`config.mk`:
```
export PLATFORM = sky130hd
export DESIGN_NAME = riscv_mem_arbiter
export DESIGN_NICKNAME = d
export VERILOG_FILES = /design/src/rtl/riscv_mem_arbiter_pkg.sv /design/src/rtl/riscv_arb_timeout_cnt.sv /design/src/rtl/riscv_mem_arbiter.sv
export SDC_FILE = /design/constraint.sdc
export NUM_CORES = 1
export LEC_CHECK = 0
export CAP_MARGIN = 10
export CORE_UTILIZATION = 35
export DETAILED_ROUTE_END_ITERATION = 7
export PLACE_DENSITY = 0.71
export REMOVE_ABC_BUFFERS = 1
export SETUP_SLACK_MARGIN = 0.5
export SLEW_MARGIN = 20
export SYNTH_ARGS = -nofsm -noshare
export SYNTH_HDL_FRONTEND = slang
export SYNTH_HIERARCHICAL = 1
export SYNTH_SLANG_ARGS = --single-unit
```
`constraint.sdc`:
```
create_clock -name i_clk -period 10.6 [get_ports i_clk]
set_input_delay 2.12 -clock i_clk [delete_from_list [all_inputs] [get_ports i_clk]]
set_output_delay 2.12 -clock i_clk [all_outputs]
set_load 0.005 [all_outputs]
```
`src/rtl/riscv_mem_arbiter_pkg.sv`:
```
// Shared types and constants for the instruction/data memory arbiter.
package riscv_mem_arbiter_pkg;

   typedef enum logic [1:0] {
      StIdle = 2'd0,
      StImem = 2'd1,
      StDmem = 2'd2
   } arb_state_e;

   // Returned to the fetch stage when an instruction read times out.
   localparam logic [31:0] NopInstr    = 32'h0000_0013;
   localparam logic [3:0]  ByteSelWord = 4'b1111;

   typedef struct packed {
      logic        wr_en;
      logic [3:0]  byte_sel;
      logic [31:0] addr;
      logic [31:0] wdata;
   } mem_cmd_t;

endpackage

```
`src/rtl/riscv_arb_timeout_cnt.sv`:
```
// Per-transaction watchdog for the memory arbiter; only built with RISCV_ARB_TIMEOUT_EN.
`ifdef RISCV_ARB_TIMEOUT_EN
module riscv_arb_timeout_cnt #(
   parameter int unsigned LIMIT = 255
) (
   input  logic clk_i,
   input  logic rst_i,
   input  logic busy_i,
   input  logic clear_i,
   output logic expired_o
);

   localparam int unsigned CntW = (LIMIT > 1) ? $clog2(LIMIT) : 1;
   localparam logic [CntW-1:0] CntLast = CntW'((LIMIT > 0) ? LIMIT - 1 : 0);

   logic [CntW-1:0] cnt_q, cnt_d;

   always_comb begin
      cnt_d = cnt_q;
      if (!busy_i || clear_i) begin
         cnt_d = '0;
      end else begin
         cnt_d = cnt_q + 1'b1;
      end
   end

   always_ff @(posedge clk_i or posedge rst_i) begin
      if (rst_i) begin
         cnt_q <= '0;
      end else begin
         cnt_q <= cnt_d;
      end
   end

   // Fires in the last allowed busy cycle so completion lands on this edge.
   assign expired_o = busy_i && (cnt_q == CntLast);

endmodule
`endif

```
`src/rtl/riscv_mem_arbiter.sv`:
```
// Arbitrates fetch and memory-stage requests onto one shared memory port (data side wins).
// Optional watchdog: define RISCV_ARB_TIMEOUT_EN to force completion after TIMEOUT_CYCLES.
module riscv_mem_arbiter
   import riscv_mem_arbiter_pkg::*;
#(
   parameter int unsigned TIMEOUT_CYCLES = 255
) (
   input  logic        i_clk,
   input  logic        i_rst,
   input  logic        i_arb_imem_req,
   input  logic [31:0] i_arb_imem_addr,
   output logic [31:0] o_arb_imem_rdata,
   output logic        o_arb_imem_ack,
   input  logic        i_arb_dmem_req,
   input  logic        i_arb_dmem_wr_en,
   input  logic [31:0] i_arb_dmem_addr,
   input  logic [31:0] i_arb_dmem_wdata,
   input  logic [3:0]  i_arb_dmem_byte_sel,
   output logic [31:0] o_arb_dmem_rdata,
   output logic        o_arb_dmem_ack,
   output logic        o_arb_mem_req,
   output logic        o_arb_mem_wr_en,
   output logic [31:0] o_arb_mem_addr,
   output logic [31:0] o_arb_mem_wdata,
   output logic [3:0]  o_arb_mem_byte_sel,
   input  logic [31:0] i_arb_mem_rdata,
   input  logic        i_arb_mem_ack,
   output logic        o_arb_stall_f,
   output logic        o_arb_stall_m,
   output logic        o_arb_err
);

   arb_state_e  state_q, state_d;
   mem_cmd_t    cmd_q, cmd_d;
   logic        imem_ack_q, imem_ack_d;
   logic        dmem_ack_q, dmem_ack_d;
   logic [31:0] imem_rdata_q, imem_rdata_d;
   logic [31:0] dmem_rdata_q, dmem_rdata_d;

   logic        busy;
   logic        timed_out;
   logic        mem_done;
   logic [31:0] resp_data;
   logic        grant_imem;
   logic        grant_dmem;

   assign busy     = (state_q != StIdle);
   assign mem_done = busy & (i_arb_mem_ack | timed_out);

`ifdef RISCV_ARB_TIMEOUT_EN
   logic expired;
   logic err_q;

   riscv_arb_timeout_cnt #(
      .LIMIT (TIMEOUT_CYCLES)
   ) u_timeout_cnt (
      .clk_i     (i_clk),
      .rst_i     (i_rst),
      .busy_i    (busy),
      .clear_i   (mem_done),
      .expired_o (expired)
   );

   // A real ack arriving in the expiry cycle wins over the forced completion.
   assign timed_out = expired & ~i_arb_mem_ack;

   always_ff @(posedge i_clk or posedge i_rst) begin
      if (i_rst) begin
         err_q <= 1'b0;
      end else if (timed_out) begin
         err_q <= 1'b1;
      end
   end

   assign o_arb_err = err_q;
`else
   logic unused_timeout_cfg;

   assign unused_timeout_cfg = ^TIMEOUT_CYCLES;
   assign timed_out          = 1'b0;
   assign o_arb_err          = 1'b0;
`endif

   always_comb begin
      if (i_arb_mem_ack) begin
         resp_data = i_arb_mem_rdata;
      end else if (state_q == StImem) begin
         resp_data = NopInstr;
      end else begin
         resp_data = 32'h0;
      end
   end

   always_comb begin
      state_d      = state_q;
      cmd_d        = cmd_q;
      imem_ack_d   = 1'b0;
      dmem_ack_d   = 1'b0;
      imem_rdata_d = imem_rdata_q;
      dmem_rdata_d = dmem_rdata_q;
      grant_imem   = 1'b0;
      grant_dmem   = 1'b0;

      unique case (state_q)
         StIdle: begin
            if (i_arb_dmem_req) begin
               grant_dmem = 1'b1;
            end else if (i_arb_imem_req) begin
               grant_imem = 1'b1;
            end
         end
         StImem: begin
            if (mem_done) begin
               imem_ack_d   = 1'b1;
               imem_rdata_d = resp_data;
               state_d      = StIdle;
               if (i_arb_dmem_req) begin
                  grant_dmem = 1'b1;
               end else if (i_arb_imem_req) begin
                  grant_imem = 1'b1;
               end
            end
         end
         StDmem: begin
            if (mem_done) begin
               dmem_ack_d   = 1'b1;
               dmem_rdata_d = resp_data;
               state_d      = StIdle;
               if (i_arb_imem_req) begin
                  grant_imem = 1'b1;
               end else if (i_arb_dmem_req) begin
                  grant_dmem = 1'b1;
               end
            end
         end
         default: state_d = StIdle;
      endcase

      // Granting on the completion edge keeps the port busy with no idle bubble.
      if (grant_dmem) begin
         state_d        = StDmem;
         cmd_d.wr_en    = i_arb_dmem_wr_en;
         cmd_d.byte_sel = i_arb_dmem_byte_sel;
         cmd_d.addr     = i_arb_dmem_addr;
         cmd_d.wdata    = i_arb_dmem_wdata;
      end else if (grant_imem) begin
         state_d        = StImem;
         cmd_d.wr_en    = 1'b0;
         cmd_d.byte_sel = ByteSelWord;
         cmd_d.addr     = i_arb_imem_addr;
         cmd_d.wdata    = 32'h0;
      end
   end

   always_ff @(posedge i_clk or posedge i_rst) begin
      if (i_rst) begin
         state_q      <= StIdle;
         cmd_q        <= '0;
         imem_ack_q   <= 1'b0;
         dmem_ack_q   <= 1'b0;
         imem_rdata_q <= 32'h0;
         dmem_rdata_q <= 32'h0;
      end else begin
         state_q      <= state_d;
         cmd_q        <= cmd_d;
         imem_ack_q   <= imem_ack_d;
         dmem_ack_q   <= dmem_ack_d;
         imem_rdata_q <= imem_rdata_d;
         dmem_rdata_q <= dmem_rdata_d;
      end
   end

   assign o_arb_mem_req      = busy;
   assign o_arb_mem_wr_en    = cmd_q.wr_en;
   assign o_arb_mem_addr     = cmd_q.addr;
   assign o_arb_mem_wdata    = cmd_q.wdata;
   assign o_arb_mem_byte_sel = cmd_q.byte_sel;

   assign o_arb_imem_ack   = imem_ack_q;
   assign o_arb_imem_rdata = imem_rdata_q;
   assign o_arb_dmem_ack   = dmem_ack_q;
   assign o_arb_dmem_rdata = dmem_rdata_q;

   assign o_arb_stall_f = i_arb_imem_req & ~imem_ack_q;
   assign o_arb_stall_m = i_arb_dmem_req & ~dmem_ack_q;

endmodule

```
Word level (Yosys, flattened, before mapping)
Index checks and enable logic that the tools add are counted.
Cells by class
  equal/unequal tests: 4
  multiplexer cells: 21
  bitwise logic cells: 5
  reductions and logical operators: 7
Operators by type and width (number)
  69-bit 2-to-1 mux: 2
  32-bit 2-to-1 mux: 1
  1-bit 2-to-1 mux: 11
  2-bit 2-to-1 mux: 3
  1-bit case mux with 3 select lines: 2
  2-bit AND reduction: 3
  5-bit 2-to-1 mux: 1
  4-bit by 1-bit inequality test with 1-bit output (second input constant): 1
  2-bit case mux with 2 select lines: 1
  2-bit nonzero test: 2
  1-bit AND: 3
  3-bit inequality test (second input constant): 1
  2-bit by 1-bit equality test with 1-bit output (second input constant): 1
  2-bit equality test (second input constant): 1
  2-bit zero test: 1
  1-bit NOT: 2
  2-bit OR reduction: 1
Word-level totals
  register bits: 137
  input bits: 138

Depth between registers and ports, before layout
  depth in word-level cells: 6
  depth in mapped cells: 7
  depth with buffers taken out: 5

Least setup slack after synthesis
Ideal clock, no wire load.
  path type: input to output
  start: input port i_arb_imem_req
  end: output port o_arb_stall_f
  arrival: 2.289 ns
  data required time: 8.480 ns
  slack: 6.191 ns
  cell stages on the path: 2
  path buffers: 0
  cells stage by stage: inv_1 nor2_1
Between the ends
  cells in the longest elaborated chain, start to end: 1
RTL lines
  from (decl): RTL line riscv_mem_arbiter.sv:10  | input logic i_arb_imem_req,
  1-bit AND: RTL line riscv_mem_arbiter.sv:184  | assign o_arb_stall_f = i_arb_imem_req & ~imem_ack_q;
  to (decl): RTL line riscv_mem_arbiter.sv:28  | output logic o_arb_stall_f,
No other way between the ends.

Worst setup path after layout
  start: input port i_arb_dmem_req
  end: output port o_arb_stall_m
Between the ends
  cells in the longest elaborated chain, start to end: 1
RTL lines
  from (decl): RTL line riscv_mem_arbiter.sv:14  | input logic i_arb_dmem_req,
  1-bit AND: RTL line riscv_mem_arbiter.sv:185  | assign o_arb_stall_m = i_arb_dmem_req & ~dmem_ack_q;
  to (decl): RTL line riscv_mem_arbiter.sv:29  | output logic o_arb_stall_m,
No other way between the ends.

==> reports/summary.txt <==
Clock Power Share = 23.7%
Antenna violations before repair = 0
CTS Buf Count = 17
Number of flops mapped to enable cells by yosys = 0
P_int = 1.85 mW
Sw Pwr = 0.737 mW
Worst VDD drop = 0.000177 V
Final critical-path required period = 5.56 ns
Clock transition at path regs = 0.05 ns
Placed wire-length estimate = 11,300 um
Pins over their slew limit = 0
Count of cell types in the netlist = 26
Util after Layout = 59.3%
Layout area overhead = 64.2%
Leak = 4.22 nW
Syn Area/Cell = 13.1 um^2
Grt ovf = 0
Total negative slack = 0 ns
Root Buffer Master = clkbuf_16
Kind of critical path = primary input to output pin
Setup crit start = i_arb_dmem_req
Sw Ratio = 28.5%
Seq cells post-synth = 137
Endpoint type of the worst setup path = output pin
Max Clock Freq = 180 MHz
Most frequent cells after synthesis = 137 x dfrtp_1, 103 x inv_1, 64 x mux2_2
Worst EP arrival = 3.44 ns
Startpoint type of the worst setup path = primary input
Vias = 4,380
CTS tree = built
Antenna Cells = 0
Post-synth top flop = dfrtp_1
Vias in the first global route = 4,779
Crit path max-delay family = buffers and inverters
I/O Buffers = 275
Multi-input gate area = 1580 um^2
WP buf/inv = 2
Yosys Warn Count = 6
Tot GR Track Use = 19.8%
Critical path, cell by cell = clkdlybuf4s50_1, nor2b_1, clkdlybuf4s50_1
Critical Path Max Stage Delay = 0.63 ns
Die Footprint = 16,300 um^2
Die H = 128 um
Number of setup buffers added after CTS = 0
Hold_buf cts = 0
IO Pins = 277
Max cap viols = 0
Most frequent CP cell = clkdlybuf4s50_1
GP Congestion = 0.761
Worst hold start = o_arb_mem_byte_sel[2]$_DFFE_PP0P_
TritonRoute pass-1 iters = 5
Synth area leader = dfrtp_1
DRT iter0 DRCs = 248
Hold Fails Final Rpt = 0
Worst Tran Pin Value = 0.790 ns
Worst reg2reg path startpoint = state_q[0]$_DFFE_PP0P_
Latest clock arrival within the worst-skew pair = 0.41 ns
Unrepaired setup endpoints after global routing = no
Vias/cell = 4.77
Antenna Nets Post-Route = 0
First-pass GRT wire length = 24,800 um
Clock Path Buffers = 2
Combinational power share = 41.6%
Worst path required time = 8.48 ns
Layout cells sized above 1 = 14.7%
Post-Synthesis Cells = 422
Final nets = 838
Routed wire per std cell = 17.2 um
Register area = 3430 um^2
Synth area leaders = dfrtp_1 62%, mux2_2 13%, inv_1 7.0%
Core Box Area = 15,300 um^2
Setup violations, final = 0
Number of fill cells = 1,232
FP Rows = 45
Synthesized area = 5530 um^2
Period utilization = 52.4%
Design Power = 2.58 mW
Clock Skew = 0.00951 ns
Pin count of the biggest net entering global routing = 75
Sink Count = 137
Max-slew headroom = 47.3%
Die Width = 128 um
Async set-reset flop share out of synthesis = 100%
Final Routed Wirelength = 15,800 um
Count leader, synth = dfrtp_1
Synth top area share = 62.0%
Residual DRC = 0
Sequential power share = 34.6%
Post-cts sizing count = 0
Initial core utilization = 36.1%
Tightest Hold Check Type = flip-flop to flip-flop
Slowest-stage cell, CP = clkdlybuf4s50_1
Crit Path Max Fanout = 5
CTS H-tree lvls = 4
Seq/Total Area, Yosys = 62.0%
Power Density = 285 nW/um^2
Status = finished clean
cells in the final DEF, fill, tap and decap left out:
master             n
or4b_1             1
nor2b_1            2
ha_1               4
or3_4              1
buf_4              5
nor4b_4            1
o22a_1             4
clkinv_2           4
clkinv_4           4
o21ai_0            2
bufinv_16          4
clkbuf_1           1
clkdlybuf4s50_1  275
a2111oi_4          1
nor2_1             2
nand4b_1           1
nand2_1            2
a222oi_1          32
a21oi_2            1
clkbuf_8           1
mux2_2            64
inv_1            102
and3b_1            1
nor3_1             1
inv_6              1
dfrtp_1          137
a22o_1            33
and2b_1            1
conb_1             1
clkbuf_16         17
o21a_1             2
state kept, by name, indices dropped and copies added (netlist names):
| name | cells |
|---|---|
| o_arb_imem_ack | 1 |
| o_arb_mem_byte_sel | 4 |
| o_arb_mem_addr | 32 |
| state_q | 2 |
| o_arb_mem_wr_en | 1 |
| o_arb_dmem_rdata | 32 |
| o_arb_dmem_ack | 1 |
| o_arb_imem_rdata | 32 |
| o_arb_mem_wdata | 32 |
metal layers:
metal | track usage [%] | up-vias | share of wire [%]
met5 | 0 | - | 0
met4 | 7.20 | 0 | 2.1
met3 | 8.39 | 24 | 10
met2 | 34.4 | 217 | 50
met1 | 21.6 | 2135 | 38
li1 | - | 2004 | -
final timing paths:
path / end / slack, ns / cells past startpoint
setup / recovery: o_arb_stall_m / 5.04 / 3
max in group asynchronous: o_arb_dmem_rdata[9]$_DFFE_PP0P_ / 7.13 / 3
hold / removal: o_arb_mem_byte_sel[2]$_DFFE_PP0P_ / 0.49 / 1
setup reg to reg: o_arb_dmem_rdata[11]$_DFFE_PP0P_ / 8.23 / 6
hold reg to reg: o_arb_mem_byte_sel[2]$_DFFE_PP0P_ / 0.49 / 1
min in group asynchronous: o_arb_imem_rdata[16]$_DFFE_PP0P_ / 2.19 / 2
power groups by stage:
| stage | logic, mW | clock network, mW | registers [mW] |
|---|---|---|---|
| final | 1.08 | 0.613 | 0.895 |
| after global routing | 1.16 | 0.650 | 0.929 |
| after CTS | 1.09 | 0.629 | 0.898 |
| after detailed placement | 1.08 | 0 | 0.905 |
| after global placement | 1.06 | 0 | 0.891 |
| after floorplan | 0.397 | 0 | 0.911 |
area by class of cell:
cell class | instances | share of cell area, %
multi-input combinational | 157 | 17.4
sequential | 137 | 37.8
clock inverter | 12 | 1.93
timing repair buffer | 280 | 30.7
clock buffer | 19 | 4.88
tap | 211 | 2.91
inverter | 103 | 4.32
cell families (layout without fill, tap and decap cells):
kind of cell | count (synthesis) | in the layout | synth area share, %
muxes | 64 | 64 | 13.0
buffers and inverters | 128 | 414 | 9.60
other | 1 | 1 | 0.0678
DFF | 137 | 137 | 62.0
and+or+nand+nor | 13 | 13 | 1.61
AOI/OAI and AO/OA | 75 | 75 | 12.8
adders and majority gates | 4 | 4 | 0.905
stage by stage:
step	hold WS, ns	setup slack [ns]	instances	instance area [um^2]
2_1_floorplan	0.484	4.81	397	5380
3_3_place_gp	0.475	5.04	888	8450
3_5_place_dp	0.482	5.04	888	8450
4_1_cts	0.497	5.03	919	9070
5_1_grt	0.505	4.97	919	9070
6_report	0.493	5.04	919	9070
(Power assumes the default switching activity.)
==> RTL change (same settings) <==
`imem_rdata_q` and `dmem_rdata_q` no longer have a reset.
--- a/src/rtl/riscv_mem_arbiter.sv
+++ b/src/rtl/riscv_mem_arbiter.sv
@@ -159,6 +159,4 @@
          imem_ack_q   <= 1'b0;
          dmem_ack_q   <= 1'b0;
-         imem_rdata_q <= 32'h0;
-         dmem_rdata_q <= 32'h0;
       end else begin
          state_q      <= state_d;
@@ -166,7 +164,10 @@
          imem_ack_q   <= imem_ack_d;
          dmem_ack_q   <= dmem_ack_d;
-         imem_rdata_q <= imem_rdata_d;
-         dmem_rdata_q <= dmem_rdata_d;
       end
+   end
+
+   always_ff @(posedge i_clk) begin
+      imem_rdata_q <= imem_rdata_d;
+      dmem_rdata_q <= dmem_rdata_d;
    end
 
Check against the original RTL: differs if i_rst is asserted again (counterexample within 4 cycles, from zero or initial values and one cycle with i_rst high); with i_rst held inactive, the same outputs for 4 cycles.
==> RTL change against the original RTL <==
Register-to-register slack gained 40 ps; combinational power shrank 32%; sequential power shrank 11%; setup slack gained 66 ps; clock power shrank 9.0%; the run now ends with design-rule violations left; critical path depth is the same; final area shrank 3.2%; critical path type unchanged; sequential cell count is the same; synthesized area shrank 4.3%; total power shrank 19%; wire length shrank 8.2%.
==> RTL change: results (changes against the original RTL) <==
stage,metric,value,unit,change
status,status,"finished, violations left",,
status,violations,design-rule violations,,
worst_setup_path,cp.arrival,3370,ps,-70 ps
logic_synthesis,synth_commonest_cells,"101 x inv_1, 73 x dfrtp_1, 64 x edfxtp_1",,
global_routing,grt_util_all_layers,0.193,,-0.00553
timing,fin_skew,6.09,ps,-3.42 ps
routing,met1Wirelength,5630,um,-5.7%
layout,drive_above_1_share,0.0545,,-0.0924
place,finalWeightedCongestion,0.760,,-0.18%
clock_tree,clk_latency,410,ps,about the same
global_routing,grt_max_degree,74,,-1.3%
logic_synthesis,async_flop_share,0.533,,-0.467
power_and_ir_drop,vdd_drop_max,0.123,mV,-30%
place,dpl_cell_area,0.00822,mm2,-2.7%
place,dp_hpwl,10100,um,-11%
routing,wl_met3,1550,um,-1.9%
routing,vias,4145,,-5.4%
worst_setup_path,slowest_delay,580,ps,-50 ps
routing,first_pass_iters,8,,+3
logic_synthesis,synth_edf_count,64,,+64
global_routing,first_global_vias,4175,,-13%
logic_synthesis,synth.top_cells.by_area,"edfxtp_1 36%, dfrtp_1 35%, inv_1 7.2%",,
power_and_ir_drop,p_leak,3.80,nW,-10%
routing,met2_length,7070,um,-11%
global_routing,grt_pass1_wl,22800,um,-7.8%
routing,drc_errors,48,,+48
==> RTL change: cell types whose count changed in the layout (fill, tap and decap cells not counted), sizes merged, moves of 2 or more <==
cell / unedited run / this run
and2: 0 / 29
and3: 0 / 2
bufinv: 4 / 2
clkinvlp: 0 / 2
dfrtp: 137 / 73
edfxtp: 0 / 64
mux2: 64 / 0
nand2: 2 / 6
o21a: 2 / 0
==> RTL change: power breakdown <==
group	leakage (nW)	internal [mW]	total, mW	switching (mW)
sequential	1.46	0.719	0.797	0.0781
clock	0.268	0.343	0.558	0.215
combinational	2.07	0.426	0.732	0.306
total	3.80	1.49	2.09	0.599
==> RTL change: area by class of cell <==
cell class                 instances  area, um2
sequential                       137       3750
inverter                         101        379
multi-input combinational        128       1070
fill                            1151       5860
clock buffer                      19        433
clock inverter                    13        126
tap                              184        230
timing repair buffer             281       2800
==> RTL change: worst paths after layout <==
check | startpoint | slack, ps | to
max in group asynchronous | i_rst | 7660 | o_arb_mem_addr[18]$_DFFE_PP0P_
max | i_arb_dmem_req | 5110 | o_arb_stall_m
max reg2reg | state_q[0]$_DFFE_PP0P_ | 8270 | o_arb_mem_addr[10]$_DFFE_PP0P_
min reg2reg | o_arb_mem_byte_sel[0]$_DFFE_PP0P_ | 490 | o_arb_mem_byte_sel[0]$_DFFE_PP0P_
min | o_arb_mem_byte_sel[0]$_DFFE_PP0P_ | 490 | o_arb_mem_byte_sel[0]$_DFFE_PP0P_
min in group asynchronous | i_rst | 2290 | o_arb_mem_wdata[3]$_DFFE_PP0P_
==> RTL change: routing by layer <==
metal | vias up | track usage
met5 | - | 0
met4 | 0 | 0.0803
met3 | 17 | 0.0786
met2 | 239 | 0.318
met1 | 1976 | 0.222
li1 | 1913 | -
==> RTL change: cells by family after synthesis <==
family	after synthesis	synth area share
flip-flops	137	0.709
buffers and inverters	123	0.0920
AO/OA/AOI/OAI	75	0.133
adder cells (fa/ha/maj)	4	0.00946
AND/OR/NAND/NOR	48	0.0561
other	1	0.000709
==> RTL change: metrics by stage <==
stage          setup slack [ps]  std cells
2_1_floorplan              4890        366
3_3_place_gp               5140        831
3_5_place_dp               5100        831
4_1_cts                    5100        863
5_1_grt                    5080        863
6_report                   5110        863
